## config.mk

```make
export PLATFORM = sky130hd
export DESIGN_NAME = exp_align_stage
export DESIGN_NICKNAME = d
export VERILOG_FILES = /design/src/rtl/exp_align_stage.sv
export SDC_FILE = /design/constraint.sdc
export NUM_CORES = 1
export LEC_CHECK = 0
export ABC_AREA = 1
export BUFFER_PORTS_ARGS = -buffer_cell sky130_fd_sc_hd__buf_4
export CORE_UTILIZATION = 31
export DETAILED_ROUTE_END_ITERATION = 10
export PLACE_DENSITY = 0.51
export SLEW_MARGIN = 10
export SYNTH_ARGS = -nofsm -noshare
export SYNTH_HDL_FRONTEND = slang
export SYNTH_SLANG_ARGS = --single-unit
```

## constraint.sdc

```tcl
create_clock -name Clk -period 6.9 [get_ports Clk]
set_clock_uncertainty 0.2 [all_clocks]
set_input_delay 0.345 -clock Clk [delete_from_list [all_inputs] [get_ports Clk]]
set_output_delay 0.345 -clock Clk [all_outputs]
set_load 0.02 [all_outputs]
```

## src/rtl/exp_align_stage.sv

```systemverilog
// exp_align_stage: FP add/sub front end. Unpacks two operands, compares exponents and
// significands, swaps by magnitude and right-aligns the smaller significand with G/R/S.
module exp_align_stage #(
  parameter int EXP_W = 8,
  parameter int MAN_W = 23
) (
  input  logic                 Clk,
  input  logic                 Reset,
  input  logic                 InValid,
  output logic                 InReady,
  input  logic [EXP_W+MAN_W:0] OperandX,
  input  logic [EXP_W+MAN_W:0] OperandY,
  input  logic [1:0]           OpCode,
  output logic                 OutValid,
  input  logic                 OutReady,
  output logic                 SignOperandX,
  output logic                 SignOperandY,
  output logic                 EffOperation,
  output logic                 ExclusiveSign,
  output logic                 DSign,
  output logic                 DZF,
  output logic                 CMP1,
  output logic [EXP_W-1:0]     LargeExp,
  output logic [MAN_W:0]       LargeMan,
  output logic [MAN_W+3:0]     AlignedMan
);

  localparam int SIG_W  = MAN_W + 1;
  localparam int AL_W   = MAN_W + 4;
  localparam int MAX_SH = MAN_W + 3;
  localparam int SH_W   = $clog2(MAX_SH + 1);

  typedef struct packed {
    logic             sx;
    logic             sy;
    logic             eff;
    logic             xsign;
    logic             dsign;
    logic             dzf;
    logic             cmp1;
    logic [EXP_W-1:0] large_exp;
    logic [SIG_W-1:0] large_man;
  } common_t;

  typedef struct packed {
    common_t          c;
    logic [SIG_W-1:0] small_man;
    logic [SH_W-1:0]  shamt;
  } stage_a_t;

  typedef struct packed {
    common_t         c;
    logic [AL_W-1:0] aligned;
  } stage_b_t;

  // Any distance past MAX_SH pushes every significand bit into sticky anyway.
  function automatic logic [SH_W-1:0] sat_shift(input logic [EXP_W:0] mag);
    if (mag > (EXP_W+1)'(MAX_SH)) return SH_W'(MAX_SH);
    return SH_W'(mag);
  endfunction

  function automatic logic [AL_W-1:0] align_shift(input logic [SIG_W-1:0] sig,
                                                  input logic [SH_W-1:0]  sh);
    logic [AL_W-1:0] ext;
    logic [AL_W-1:0] mask;
    ext  = {sig, 3'b000};
    mask = ~({AL_W{1'b1}} << sh);
    return (ext >> sh) | AL_W'(|(ext & mask));
  endfunction

  logic                    sx, sy;
  logic [EXP_W-1:0]        ex_raw, ey_raw, ex, ey;
  logic [SIG_W-1:0]        mx, my;
  logic signed [EXP_W:0]   diff;
  logic [EXP_W:0]          diff_mag;
  logic                    is_addsub, dsign, dzf, cmp1, swap;
  logic                    adv;
  logic                    vld_p1_d, vld_p1_q, vld_p2_d, vld_p2_q;
  stage_a_t                a_p1_d, a_p1_q;
  stage_b_t                b_p2_d, b_p2_q;

  always_comb begin
    sx        = OperandX[EXP_W+MAN_W];
    sy        = OperandY[EXP_W+MAN_W];
    ex_raw    = OperandX[EXP_W+MAN_W-1 -: EXP_W];
    ey_raw    = OperandY[EXP_W+MAN_W-1 -: EXP_W];
    mx        = {|ex_raw, OperandX[MAN_W-1:0]};
    my        = {|ey_raw, OperandY[MAN_W-1:0]};
    // Denormals share the minimum normal exponent; only the hidden bit differs.
    ex        = (ex_raw == '0) ? EXP_W'(1) : ex_raw;
    ey        = (ey_raw == '0) ? EXP_W'(1) : ey_raw;
    diff      = $signed({1'b0, ex}) - $signed({1'b0, ey});
    dsign     = diff[EXP_W];
    dzf       = (diff == '0);
    cmp1      = (my > mx);
    diff_mag  = dsign ? $unsigned(-diff) : $unsigned(diff);
    is_addsub = ~OpCode[1];
    swap      = is_addsub & (dsign | (dzf & cmp1));
  end

  always_comb begin
    adv      = ~vld_p2_q | OutReady;
    vld_p1_d = adv ? InValid : vld_p1_q;
    vld_p2_d = adv ? vld_p1_q : vld_p2_q;

    // Stage A boundary: unpack, compare, swap decision, shift distance
    a_p1_d = a_p1_q;
    if (adv && InValid) begin
      a_p1_d.c.sx        = sx;
      a_p1_d.c.sy        = sy;
      a_p1_d.c.eff       = is_addsub & (OpCode[0] ^ sx ^ sy);
      a_p1_d.c.xsign     = sx ^ sy;
      a_p1_d.c.dsign     = dsign;
      a_p1_d.c.dzf       = dzf;
      a_p1_d.c.cmp1      = cmp1;
      a_p1_d.c.large_exp = swap ? ey : ex;
      a_p1_d.c.large_man = swap ? my : mx;
      a_p1_d.small_man   = swap ? mx : my;
      a_p1_d.shamt       = is_addsub ? sat_shift(diff_mag) : '0;
    end

    // Stage B boundary: alignment shift with sticky collection
    b_p2_d = b_p2_q;
    if (adv && vld_p1_q) begin
      b_p2_d.c       = a_p1_q.c;
      b_p2_d.aligned = align_shift(a_p1_q.small_man, a_p1_q.shamt);
    end
  end

  always_ff @(posedge Clk or posedge Reset) begin
    if (Reset) begin
      vld_p1_q <= 1'b0;
      vld_p2_q <= 1'b0;
      a_p1_q   <= '0;
      b_p2_q   <= '0;
    end else begin
      vld_p1_q <= vld_p1_d;
      vld_p2_q <= vld_p2_d;
      a_p1_q   <= a_p1_d;
      b_p2_q   <= b_p2_d;
    end
  end

  assign InReady       = adv;
  assign OutValid      = vld_p2_q;
  assign SignOperandX  = b_p2_q.c.sx;
  assign SignOperandY  = b_p2_q.c.sy;
  assign EffOperation  = b_p2_q.c.eff;
  assign ExclusiveSign = b_p2_q.c.xsign;
  assign DSign         = b_p2_q.c.dsign;
  assign DZF           = b_p2_q.c.dzf;
  assign CMP1          = b_p2_q.c.cmp1;
  assign LargeExp      = b_p2_q.c.large_exp;
  assign LargeMan      = b_p2_q.c.large_man;
  assign AlignedMan    = b_p2_q.aligned;

endmodule

```

==> out/results.txt <==
critical path class -> in -> reg
Max Slew Vio Count -> 0
Worst R2R Path Depth -> 12
instance count on the critical path -> 23
most common cell after layout, fill and taps aside -> nand2_1
grt ovf -> 0
Syn. warnings -> 0
status -> finished clean
GP Congestion -> 0.8829
All-Layer GR Usage -> 18.88%
vias in the first global route -> 8077
Synth Net Count -> 1385
Die Wd -> 169.6 µm
TritonCTS clock tree -> yes
Post-DP HPWL -> 18260 µm
CP cell instances -> buf_4 -> inv_2 -> nand2_1 -> nor4_1 -> nor2_1 -> ha_1 -> inv_1 -> fa_1 -> inv_1 -> ha_1 -> inv_1 -> nor2_2 -> nand3_2 -> nor2_2 -> nand2_4 -> nor2_4 -> nand3_1 -> nand2_2 -> buf_4 -> nand2_2 -> nand2_1 -> nand3_1 -> nand2_1
nets -> 1478
Max Clk Rate -> 0.2074 GHz
Chip Height -> 169.6 µm
maximum vdd drop -> 0.1319 mV
clock tree buffer depth -> 2
diode count -> 0
H-tree levels -> 4
CTS Sinks -> 136
fin crit share -> 69.88%
P per Cell Area -> 311.9 mW/mm²
crit start category -> input pin
DRT antenna net count -> 0
die area -> 0.02875 mm²
total length of routed wires -> 25940 µm
Critical Path RT -> 7060 ps
IO Port Bufs -> 137
Reg-to-Reg End -> AlignedMan[0]
Syn Area/Cell -> 6.784 µm²
count of cell types in the netlist -> 45
Worst R2R Start -> a_p1_q[0]
worst-margin pin slew -> 1159 ps
IO Pins -> 138
Crit path buffers/inverters -> 6
Top Family by Delay on Critical Path -> simple AND/OR/NAND/NOR gates
mapped cell area -> 0.008703 mm²
layout cell share with drive strength beyond 1 -> 14.54%
Syn Inst Count -> 1283
Worst Path Arrival -> 4980 ps
postcts setup bufs -> 0
Vias/cell -> 4.752
CTS buffer count -> 17
initial antenna violation count -> 0
Setup Viol. Count Final -> 0
DR pass1 iterations -> 5
Initial DRC Count -> 584
first-pass GRT wire length -> 42860 µm
final hold slack -> 44.26 ps
row count -> 60
Setup crit end kind -> flip-flop
Root Buffer -> clkbuf_16
RSZ-0062 raised after global routing -> false
Yosys reg bits -> 136
WL per Instance -> 14.73 µm
Initial Util -> 31.94%
CP max FO -> 57
commonest non-fill, non-tap cells in the layout -> nand2_1 (497), nand3_1 (155), buf_4 (144)
via count -> 8368
Max-Cap Viols -> 0
slew margin rel. -> 22.63%
DRC -> 0
P&R area growth vs syn -> 21.41%
worst hold path class -> in -> reg
Worst-path clk slew -> 70 ps
clk_lat worst skew -> 430 ps
Fin Setup TNS -> 0 ps
largest net degree at the start of global routing -> 83
Crit. Startpoint -> OperandX[28]
Seq/Total Area, Yosys -> 39.10%
post-layout minimum cycle time -> 4822 ps
FF-to-FF setup slack -> 3230 ps
Final Hold Fails -> 0
Critical Path Slowest Stage Cell -> nand2_2
core box area -> 0.02725 mm²
CP peak stage delay -> 800 ps
Critical Path Sink -> a_p1_q[28]
Leakage -> 5.678 nW
## flip-flops by register name, summed over array words and instances (netlist names), 8 cells and up
signal / count
AlignedMan: 27
LargeExp: 8
LargeMan: 24
a_p1_q: 68
## worst min path at each step
stage                       startpoint     endpoint  slack (ps)  cells after the start
after CTS                    OpCode[1]    a_p1_q[4]          30                      4
after global placement     LargeExp[5]  LargeExp[5]         260                      2
after global routing      OperandX[27]   a_p1_q[57]          50                      5
after detailed placement   LargeExp[1]  LargeExp[1]         260                      2
final                     OperandX[29]   a_p1_q[59]          40                      5
after floorplan               vld_p1_q     OutValid         230                      2
## what timing repair did
action,CTS,global route
hold buffers,3,0
gates resized for setup,0,0
hold endpoints to repair,84,0
## metal layers
metal  global-route usage [%]  up-vias  part of all wire (%)
met1                    26.23     3889                    49
met3                    3.032       25                   3.7
met4                    4.935        0                   1.1
met2                    30.35      164                    46
li1                         -     4290                     -
met5                        0        -                     0
## metrics by stage
stage	total power [mW]	std cells	util (%)	instance area, µm²	setup slack, ps
2_1_floorplan	1.877	1283	-	8703	2716
3_3_place_gp	2.319	1726	36.36	9908	1768
3_5_place_dp	2.328	1726	36.36	9908	1669
4_1_cts	3.337	1761	38.77	10570	2126
5_1_grt	3.528	1761	38.77	10570	1642
6_report	3.296	1761	38.77	10570	2078
## Yosys cell counts, drive strengths merged
cell	count	area (µm²)
nor4	4	25.02
inv	136	510.5
a221oi	2	17.52
o21ai	91	455.4
a22oi	1	7.510
a31oi	3	18.77
a21o	1	7.510
nand2	506	1924
and2	3	18.77
nand3	156	785.8
or2	1	6.260
nor2b	1	6.260
buf	26	180.2
o31ai	3	22.52
o21a	2	15.01
o22ai	6	37.54
a21oi	27	135.1
o221ai	2	17.52
dfrtp	136	3403
nor3	4	20.02
o211ai	8	60.06
nand4	11	68.82
mux2i	4	40.04
o21bai	2	15.01
clkbuf	47	176.4
xnor2	1	8.760
ha	31	387.9
xor2	1	8.760
nor2	55	224.0
fa	1	20.02
o311ai	1	8.760
a22o	5	43.79
nand3b	2	15.01
clkinv	3	11.26
## logic make-up (layout without fill, tap and decap cells)
| kind of cell | count (synthesis) | after routing | share of synthesized area, % |
|---|---|---|---|
| xor+xnor | 2 | 2 | 0.2013 |
| simple gates | 743 | 743 | 35.55 |
| flops | 136 | 136 | 39.10 |
| compound gates | 154 | 154 | 9.905 |
| mux | 4 | 4 | 0.4601 |
| buf+inv | 212 | 318 | 10.09 |
| fa+ha+maj | 32 | 32 | 4.687 |
## power by group
group	switching (mW)	internal, mW
clock	0.401	0.589
sequential	0.156	1.00
combinational	0.722	0.426
total	1.28	2.02
## area by class of cell
class                           instances  area [µm²]
Clock inverter                         14       188.9
Clock buffer                           18       439.2
Tap cell                              372       465.4
Fill cell                            2962       16680
Multi-Input combinational cell        935        4432
Sequential cell                       136        3403
Inverter                              139       526.8
Timing Repair Buffer                  147        1111
## worst reg2reg max path, cell delays in order (launching register included)
cell and delay [ps]:
dfrtp_1 1030, clkinv_1 770, o21ai_0 470, o21ai_0 180, mux2i_1 240, nand2_1 70, o21ai_0 140, nand2_1 90
nand2_1 90, inv_1 50, nand3b_1 120, nand2_1 70, nand2_1 70
(Power assumes the default switching activity.)
